### src/rtl/wb_tlc_rx_filter.sv
// Receive-side TLP classifier/filter: decodes each TLP at SOP, qualifies it against
// a BAR mask and FIFO space, forwards accepted beats with 2-cycle latency, keeps stats.
module wb_tlc_rx_filter #(
  parameter int          c_DATA_WIDTH = 64,
  parameter logic [6:0]  c_BAR_MASK   = 7'b0000011,
  parameter bit          c_PASS_CPL   = 1'b0,
  parameter int          c_CNT_WIDTH  = 16
) (
  input  logic                    clk_125,
  input  logic                    rstn,
  input  logic [c_DATA_WIDTH-1:0] rx_din,
  input  logic                    rx_sop,
  input  logic                    rx_eop,
  input  logic                    rx_dwen,
  input  logic [6:0]              rx_bar_hit,
  input  logic                    fifo_full,
  input  logic                    clr_cnt,
  output logic [c_DATA_WIDTH-1:0] fifo_dout,
  output logic                    fifo_sop,
  output logic                    fifo_eop,
  output logic                    fifo_dwen,
  output logic                    fifo_wen,
  output logic [6:0]              fifo_bar,
  output logic [1:0]              fifo_type,
  output logic                    fifo_wrn,
  output logic [c_CNT_WIDTH-1:0]  cnt_drop,
  output logic [c_CNT_WIDTH-1:0]  cnt_ovf,
  output logic [c_CNT_WIDTH-1:0]  cnt_err
);

  localparam logic [1:0] TYPE_MRD  = 2'b00;
  localparam logic [1:0] TYPE_MWR  = 2'b01;
  localparam logic [1:0] TYPE_CPLD = 2'b10;
  localparam logic [c_CNT_WIDTH-1:0] CNT_ONE = {{(c_CNT_WIDTH-1){1'b0}}, 1'b1};
  localparam logic [c_CNT_WIDTH-1:0] CNT_MAX = {c_CNT_WIDTH{1'b1}};

  typedef enum logic [1:0] {
    ST_IDLE = 2'b00,
    ST_PASS = 2'b01,
    ST_DROP = 2'b10
  } state_e;

  function automatic logic [c_CNT_WIDTH-1:0] sat_next(
    input logic [c_CNT_WIDTH-1:0] cnt,
    input logic                   inc,
    input logic                   clr
  );
    logic [c_CNT_WIDTH-1:0] res;
    if (clr) begin
      res = '0;
    end else if (inc && (cnt != CNT_MAX)) begin
      res = cnt + CNT_ONE;
    end else begin
      res = cnt;
    end
    return res;
  endfunction

  state_e state_q, state_d;

  logic [c_DATA_WIDTH-1:0] s1_dout_q;
  logic                    s1_sop_q, s1_eop_q, s1_dwen_q;
  logic                    s1_wen_q, s1_wen_d;
  logic [6:0]              s1_bar_q, s1_bar_d;
  logic [1:0]              s1_type_q, s1_type_d;

  logic [c_DATA_WIDTH-1:0] out_dout_q;
  logic                    out_sop_q, out_eop_q, out_dwen_q, out_wen_q;
  logic [6:0]              out_bar_q, out_bar_d;
  logic [1:0]              out_type_q, out_type_d;
  logic                    out_wrn_q, out_wrn_d;

  logic [c_CNT_WIDTH-1:0]  cnt_drop_q, cnt_drop_d;
  logic [c_CNT_WIDTH-1:0]  cnt_ovf_q, cnt_ovf_d;
  logic [c_CNT_WIDTH-1:0]  cnt_err_q, cnt_err_d;

  logic [7:0] cmd_s;
  logic       is_mrd_s, is_mwr_s, is_cpld_s;
  logic       supported_s, qualified_s, accept_s, ovf_s;
  logic [1:0] type_s;
  logic       drop_inc_s, ovf_inc_s, err_inc_s;

  // Fmt/Type byte sits in the top byte of header DW0 for every data width.
  assign cmd_s       = rx_din[c_DATA_WIDTH-1 -: 8];
  assign is_mrd_s    = (cmd_s[7:6] == 2'b00) && (cmd_s[4:0] == 5'b00000);
  assign is_mwr_s    = (cmd_s[7:6] == 2'b01) && (cmd_s[4:0] == 5'b00000);
  assign is_cpld_s   = (cmd_s == 8'h4A) && c_PASS_CPL;
  assign supported_s = is_mrd_s || is_mwr_s || is_cpld_s;
  assign qualified_s = (|(rx_bar_hit & c_BAR_MASK)) || is_cpld_s;
  assign accept_s    = supported_s && qualified_s && !fifo_full;
  assign ovf_s       = supported_s && qualified_s && fifo_full;
  assign type_s      = is_mwr_s ? TYPE_MWR : (is_cpld_s ? TYPE_CPLD : TYPE_MRD);

  // Packet state, stage-1 write decision and statistics next-state.
  always_comb begin
    state_d    = state_q;
    s1_wen_d   = 1'b0;
    s1_bar_d   = s1_bar_q;
    s1_type_d  = s1_type_q;
    drop_inc_s = 1'b0;
    ovf_inc_s  = 1'b0;
    err_inc_s  = 1'b0;
    if (rx_sop) begin
      // A new SOP always starts a fresh TLP; any open one is abandoned.
      err_inc_s = (state_q != ST_IDLE);
      if (accept_s) begin
        s1_wen_d  = 1'b1;
        s1_bar_d  = rx_bar_hit;
        s1_type_d = type_s;
        state_d   = rx_eop ? ST_IDLE : ST_PASS;
      end else begin
        ovf_inc_s  = ovf_s;
        drop_inc_s = !ovf_s;
        state_d    = rx_eop ? ST_IDLE : ST_DROP;
      end
    end else begin
      case (state_q)
        ST_PASS: begin
          s1_wen_d = 1'b1;
          if (rx_eop) state_d = ST_IDLE;
          else        state_d = ST_PASS;
        end
        ST_DROP: begin
          if (rx_eop) state_d = ST_IDLE;
          else        state_d = ST_DROP;
        end
        ST_IDLE: state_d = ST_IDLE;
        default: state_d = ST_IDLE;
      endcase
    end

    if (s1_sop_q && s1_wen_q) begin
      out_bar_d  = s1_bar_q;
      out_type_d = s1_type_q;
      out_wrn_d  = (s1_type_q == TYPE_MWR);
    end else begin
      out_bar_d  = out_bar_q;
      out_type_d = out_type_q;
      out_wrn_d  = out_wrn_q;
    end

    cnt_drop_d = sat_next(cnt_drop_q, drop_inc_s, clr_cnt);
    cnt_ovf_d  = sat_next(cnt_ovf_q,  ovf_inc_s,  clr_cnt);
    cnt_err_d  = sat_next(cnt_err_q,  err_inc_s,  clr_cnt);
  end

  // Two register stages plus FSM and counter state.
  always_ff @(posedge clk_125 or negedge rstn) begin
    if (!rstn) begin
      state_q    <= ST_IDLE;
      s1_dout_q  <= '0;
      s1_sop_q   <= 1'b0;
      s1_eop_q   <= 1'b0;
      s1_dwen_q  <= 1'b0;
      s1_wen_q   <= 1'b0;
      s1_bar_q   <= 7'd0;
      s1_type_q  <= 2'b00;
      out_dout_q <= '0;
      out_sop_q  <= 1'b0;
      out_eop_q  <= 1'b0;
      out_dwen_q <= 1'b0;
      out_wen_q  <= 1'b0;
      out_bar_q  <= 7'd0;
      out_type_q <= 2'b00;
      out_wrn_q  <= 1'b0;
      cnt_drop_q <= '0;
      cnt_ovf_q  <= '0;
      cnt_err_q  <= '0;
    end else begin
      state_q    <= state_d;
      s1_dout_q  <= rx_din;
      s1_sop_q   <= rx_sop;
      s1_eop_q   <= rx_eop;
      s1_dwen_q  <= rx_dwen;
      s1_wen_q   <= s1_wen_d;
      s1_bar_q   <= s1_bar_d;
      s1_type_q  <= s1_type_d;
      out_dout_q <= s1_dout_q;
      out_sop_q  <= s1_sop_q;
      out_eop_q  <= s1_eop_q;
      out_dwen_q <= s1_dwen_q;
      out_wen_q  <= s1_wen_q;
      out_bar_q  <= out_bar_d;
      out_type_q <= out_type_d;
      out_wrn_q  <= out_wrn_d;
      cnt_drop_q <= cnt_drop_d;
      cnt_ovf_q  <= cnt_ovf_d;
      cnt_err_q  <= cnt_err_d;
    end
  end

  assign fifo_dout = out_dout_q;
  assign fifo_sop  = out_sop_q;
  assign fifo_eop  = out_eop_q;
  assign fifo_dwen = out_dwen_q;
  assign fifo_wen  = out_wen_q;
  assign fifo_bar  = out_bar_q;
  assign fifo_type = out_type_q;
  assign fifo_wrn  = out_wrn_q;
  assign cnt_drop  = cnt_drop_q;
  assign cnt_ovf   = cnt_ovf_q;
  assign cnt_err   = cnt_err_q;

endmodule

### config.mk
export PLATFORM = sky130hd
export DESIGN_NAME = wb_tlc_rx_filter
export DESIGN_NICKNAME = d
export VERILOG_FILES = /design/src/rtl/wb_tlc_rx_filter.sv
export SDC_FILE = /design/constraint.sdc
export NUM_CORES = 1
export LEC_CHECK = 0
export BUFFER_PORTS_ARGS = -buffer_cell sky130_fd_sc_hd__buf_2
export CAP_MARGIN = 20
export CORE_UTILIZATION = 30
export CTS_CLUSTER_DIAMETER = 40
export DETAILED_ROUTE_END_ITERATION = 6
export MAX_ROUTING_LAYER = met4
export PLACE_DENSITY = 0.63
export SYNTH_ARGS = -nofsm -noshare
export SYNTH_HDL_FRONTEND = slang
export SYNTH_SLANG_ARGS = --single-unit
### constraint.sdc
create_clock -name clk_125 -period 5.9 [get_ports clk_125]
set_input_delay 0 -clock clk_125 [delete_from_list [all_inputs] [get_ports clk_125]]
set_output_delay 0 -clock clk_125 [all_outputs]
set_load 0.005 [all_outputs]
==> summary.txt <==
Timing
  – Minimum clock period: roughly 2.2 ns
  – Max Slew Vio Count: 0
  – Fmax: 0.451 GHz
  – Total of endpoints with negative setup slack in the final report: 0
  – Final hold vios: 0
  – Setup skew after layout: around 0.030 ns
  – Crit share post-route: 37.6%
  – Worst Max-Slew Pin Slew: just over 0.9 ns
  – Setup TNS: 0 ns
  – Unrepaired setup endpoints after global routing: no
  – Tightest slew margin relative to the limit: 37.6%

Run status
  – Status: finished with violations
  – Violated checks: design-rule violations

Synthesis
  – Cell types occupying the most area after synthesis: sky130_fd_sc_hd__dfrtp_1 (75%), sky130_fd_sc_hd__xnor2_1 (4.3%), sky130_fd_sc_hd__mux2_2 (2.8%), sky130_fd_sc_hd__nor2_1 (2.6%), sky130_fd_sc_hd__nor4_1 (1.4%)
  – Cell type contributing the most total cell area after synthesis: sky130_fd_sc_hd__dfrtp_1
  – Post-Synthesis Cells: 465
  – Post-synth cell types: 39
  – EDFF count, synth: 0
  – Proportion of synthesized chip area in sequential cells: 74.7%
  – Yosys top cell area share: between 70% and 80%
  – Commonest register cell after synthesis: sky130_fd_sc_hd__dfrtp_1
  – Cell area after technology mapping: between 6000 and 7000 um2
  – Average footprint of a synthesized cell: 14.6 um2
  – Async set-or-reset flop fraction in the synthesized netlist: between 90% and 100%
  – Synth warnings: 0
  – Number of register bits inferred by synthesis: 202
  – Net Count, Synth: 549

Global route
  – Pin count of the biggest net entering global routing: 81
  – Global-route total usage across every layer: 15.1%
  – Number of global-route vias before repair: approximately 4,900
  – Number of antenna violations at the first check in global routing: 0
  – Wire length of the first global-routing pass: around 27,000 um
  – Gr ovfl total: 0

Drt
  – Detailed router's first-iteration violation count: 165
  – Detailed-route vias per instance: 4.34
  – Router iterations before antenna repair: 7
  – Count of unresolved DRC violations after routing: 10
  – Total detailed-routing wirelength: around 16,000 um
  – Total number of vias: roughly 4,700
  – Count of antenna-violating nets left after detailed routing: 0
  – Post-detailed-route wirelength per cell: 15.3 um

Die
  – Initial cell density of the core: 30.8%
  – Die X-Extent: 152 um
  – Die height: 152 um
  – I/O pin count: slightly above 200
  – Core outline area: 22,000 um2
  – Die outline area: 23,200 um2
  – # rows: 54

CTS
  – Clock H-tree levels: 2
  – Clk pin slew, worst setup/hold paths: around 0.05 ns
  – Clock tree from TritonCTS: built
  – Clock latency reported for the late side of the worst-skew pair: 0.50 ns
  – Post-CTS setup-driven buffer insertion count: 0
  – Number of clock buffers inserted by TritonCTS: 34
  – Root Buffer: sky130_fd_sc_hd__clkbuf_16
  – Number of clock sinks: 202
  – Clock tree buffer depth: 3

Critical path
  – Crit Path Category: reg2reg
  – Capturing element of the worst setup path: cnt_ovf[14]
  – Critical Path End Type: register
  – Critical path peak fanout: 17
  – Number of cells traversed by the worst register-to-register path: 6
  – Worst EP arrival: 2.54 ns
  – Required @ worst endpoint: 6.22 ns
  – RR Endpoint: cnt_ovf[14]
  – Worst reg2reg setup slack: ~3.7 ns
  – Worst R2R Start: cnt_ovf[0]
  – Type of origin of the critical path: register
  – Worst setup path start: cnt_ovf[0]

Power and ir drop
  – Total Power: about 3.5 mW
  – Ratio of total power to cell area: about 350 nW/um2
  – Max rail drop VDD: roughly 0.00020 V
  – P_leak: between 4 and 5 nW

Final layout
  – ANT cells: 0
  – Share of post-route cells with drive strength above 1: between 30% and 40%
  – # nets final: between 800 and 900
  – Area growth from synthesis to layout: 47.5%
  – Most common library cell in the layout ignoring fill and taps: sky130_fd_sc_hd__dfrtp_1
  – Commonest cells after routing, fill and taps aside: sky130_fd_sc_hd__dfrtp_1 (202), sky130_fd_sc_hd__buf_2 (201), sky130_fd_sc_hd__dlygate4sd3_1 (75), sky130_fd_sc_hd__nor2_1 (46), sky130_fd_sc_hd__clkbuf_16 (35)

Placed design
  – # port buffers: 202
  – RD Place Congestion: between 0.8 and 0.9
  – Placed wire-length estimate after detailed placement: 10,800 um

Run
  – MaxCap Viol Count: 0

Min path
  – Hold crit path type: in2async
per-layer routing:
layer | track usage [%] | routed length (um) | up-vias
li1 | - | - | 2219
met1 | 17.7 | 6750 | 2278
met2 | 25.0 | 8390 | 125
met3 | 3.21 | 831 | 37
met4 | 7.24 | 482 | 0
met5 | - | 0 | -
kinds of logic after synthesis:
kind of cell    synth area share, %
other cells                  0.0554
fa+ha+maj                      1.11
mux                            3.12
xor+xnor                       4.66
simple gates                   13.2
flops                          74.7
compound gates                 1.72
buf+inv                        1.40
worst max-delay path, stage by stage, from the launching register on:
cell	delay, ns
sky130_fd_sc_hd__dfrtp_1	0.41
sky130_fd_sc_hd__ha_1	0.21
sky130_fd_sc_hd__and4_1	0.32
sky130_fd_sc_hd__and4_1	0.71
sky130_fd_sc_hd__nor4_1	0.15
sky130_fd_sc_hd__xnor2_1	0.19
sky130_fd_sc_hd__nor2_1	0.06
per-stage QoR:
step           instances  setup WS [ns]  hold WS, ns  utilization [%]  cell area, um2
3_3_place_gp         935           3.40       0.0685             36.8            8090
6_report            1074           3.68        0.101             45.4            9980
2_1_floorplan        465           3.85       -0.296                -            6770
4_1_cts             1072           3.36        0.100             45.4            9960
5_1_grt             1074           3.41        0.134             45.4            9980
3_5_place_dp         935           3.36       0.0760             36.8            8090
final cells by class:
type	instances	area, um2
sequential	202	5050
clock inverter	15	169
inverter	5	18.8
timing repair buffer	281	1800
fill	1944	12000
clock buffer	47	951
tap	280	350
multi-input combinational	244	1640
where the power goes:
part	leakage [nW]	internal, mW	switching, mW
Combinational	1.66	0.0772	0.0743
Clock	0.558	1.23	0.672
Sequential	2.51	1.44	0.0172
sequential cells by signal, summed over array words and instances (netlist names):
name       count
fifo_dout     64
s1_dout_q     64
cnt_drop      16
cnt_err       16
cnt_ovf       16
fifo_bar       7
s1_bar_q       7
state_q        2
fifo_dwen      1
fifo_eop       1
fifo_sop       1
fifo_type      1
fifo_wen       1
s1_dwen_q      1
s1_eop_q       1
s1_sop_q       1
s1_type_q      1
s1_wen_q       1
worst min path at each step:
stage                    end  slack, ns  cells past startpoint
3_5_place_dp   s1_dout_q[61]       0.08                      1
6_report       s1_dout_q[30]       0.10                      2
4_1_cts        fifo_dout[29]       0.10                      2
5_1_grt        s1_dout_q[26]       0.13                      2
3_3_place_gp   s1_dout_q[61]       0.07                      1
2_1_floorplan    cnt_drop[0]      -0.30                      0
repair_timing:
action / CTS / global route
endpoints found under the setup margin: 0 / 0
gates resized for setup: 0 / 0
endpoints found under the hold margin: 156 / 0
hold buffers: 75 / 0
Yosys cell counts (2+ instances only):
cell type / number
sky130_fd_sc_hd__dfrtp_1: 202
sky130_fd_sc_hd__nor2_1: 46
sky130_fd_sc_hd__xnor2_1: 33
sky130_fd_sc_hd__nand2_1: 19
sky130_fd_sc_hd__nand3_1: 18
sky130_fd_sc_hd__mux2_2: 17
sky130_fd_sc_hd__nor4_1: 15
sky130_fd_sc_hd__nand4_1: 12
sky130_fd_sc_hd__nor3_1: 12
sky130_fd_sc_hd__a21oi_1: 10
sky130_fd_sc_hd__and4_1: 10
sky130_fd_sc_hd__clkbuf_1: 9
sky130_fd_sc_hd__ha_1: 6
sky130_fd_sc_hd__nor3_2: 6
sky130_fd_sc_hd__o21ai_0: 6
sky130_fd_sc_hd__and3_1: 5
sky130_fd_sc_hd__inv_1: 5
sky130_fd_sc_hd__nor3b_1: 3
sky130_fd_sc_hd__xor2_1: 3
sky130_fd_sc_hd__buf_4: 2
sky130_fd_sc_hd__buf_6: 2
sky130_fd_sc_hd__mux2i_1: 2
sky130_fd_sc_hd__nand2b_1: 2
sky130_fd_sc_hd__nand3b_1: 2
sky130_fd_sc_hd__nor2b_1: 2
sky130_fd_sc_hd__o31ai_1: 2
sky130_fd_sc_hd__or4_4: 2
No activity file was read; power rests on OpenSTA's default activity.
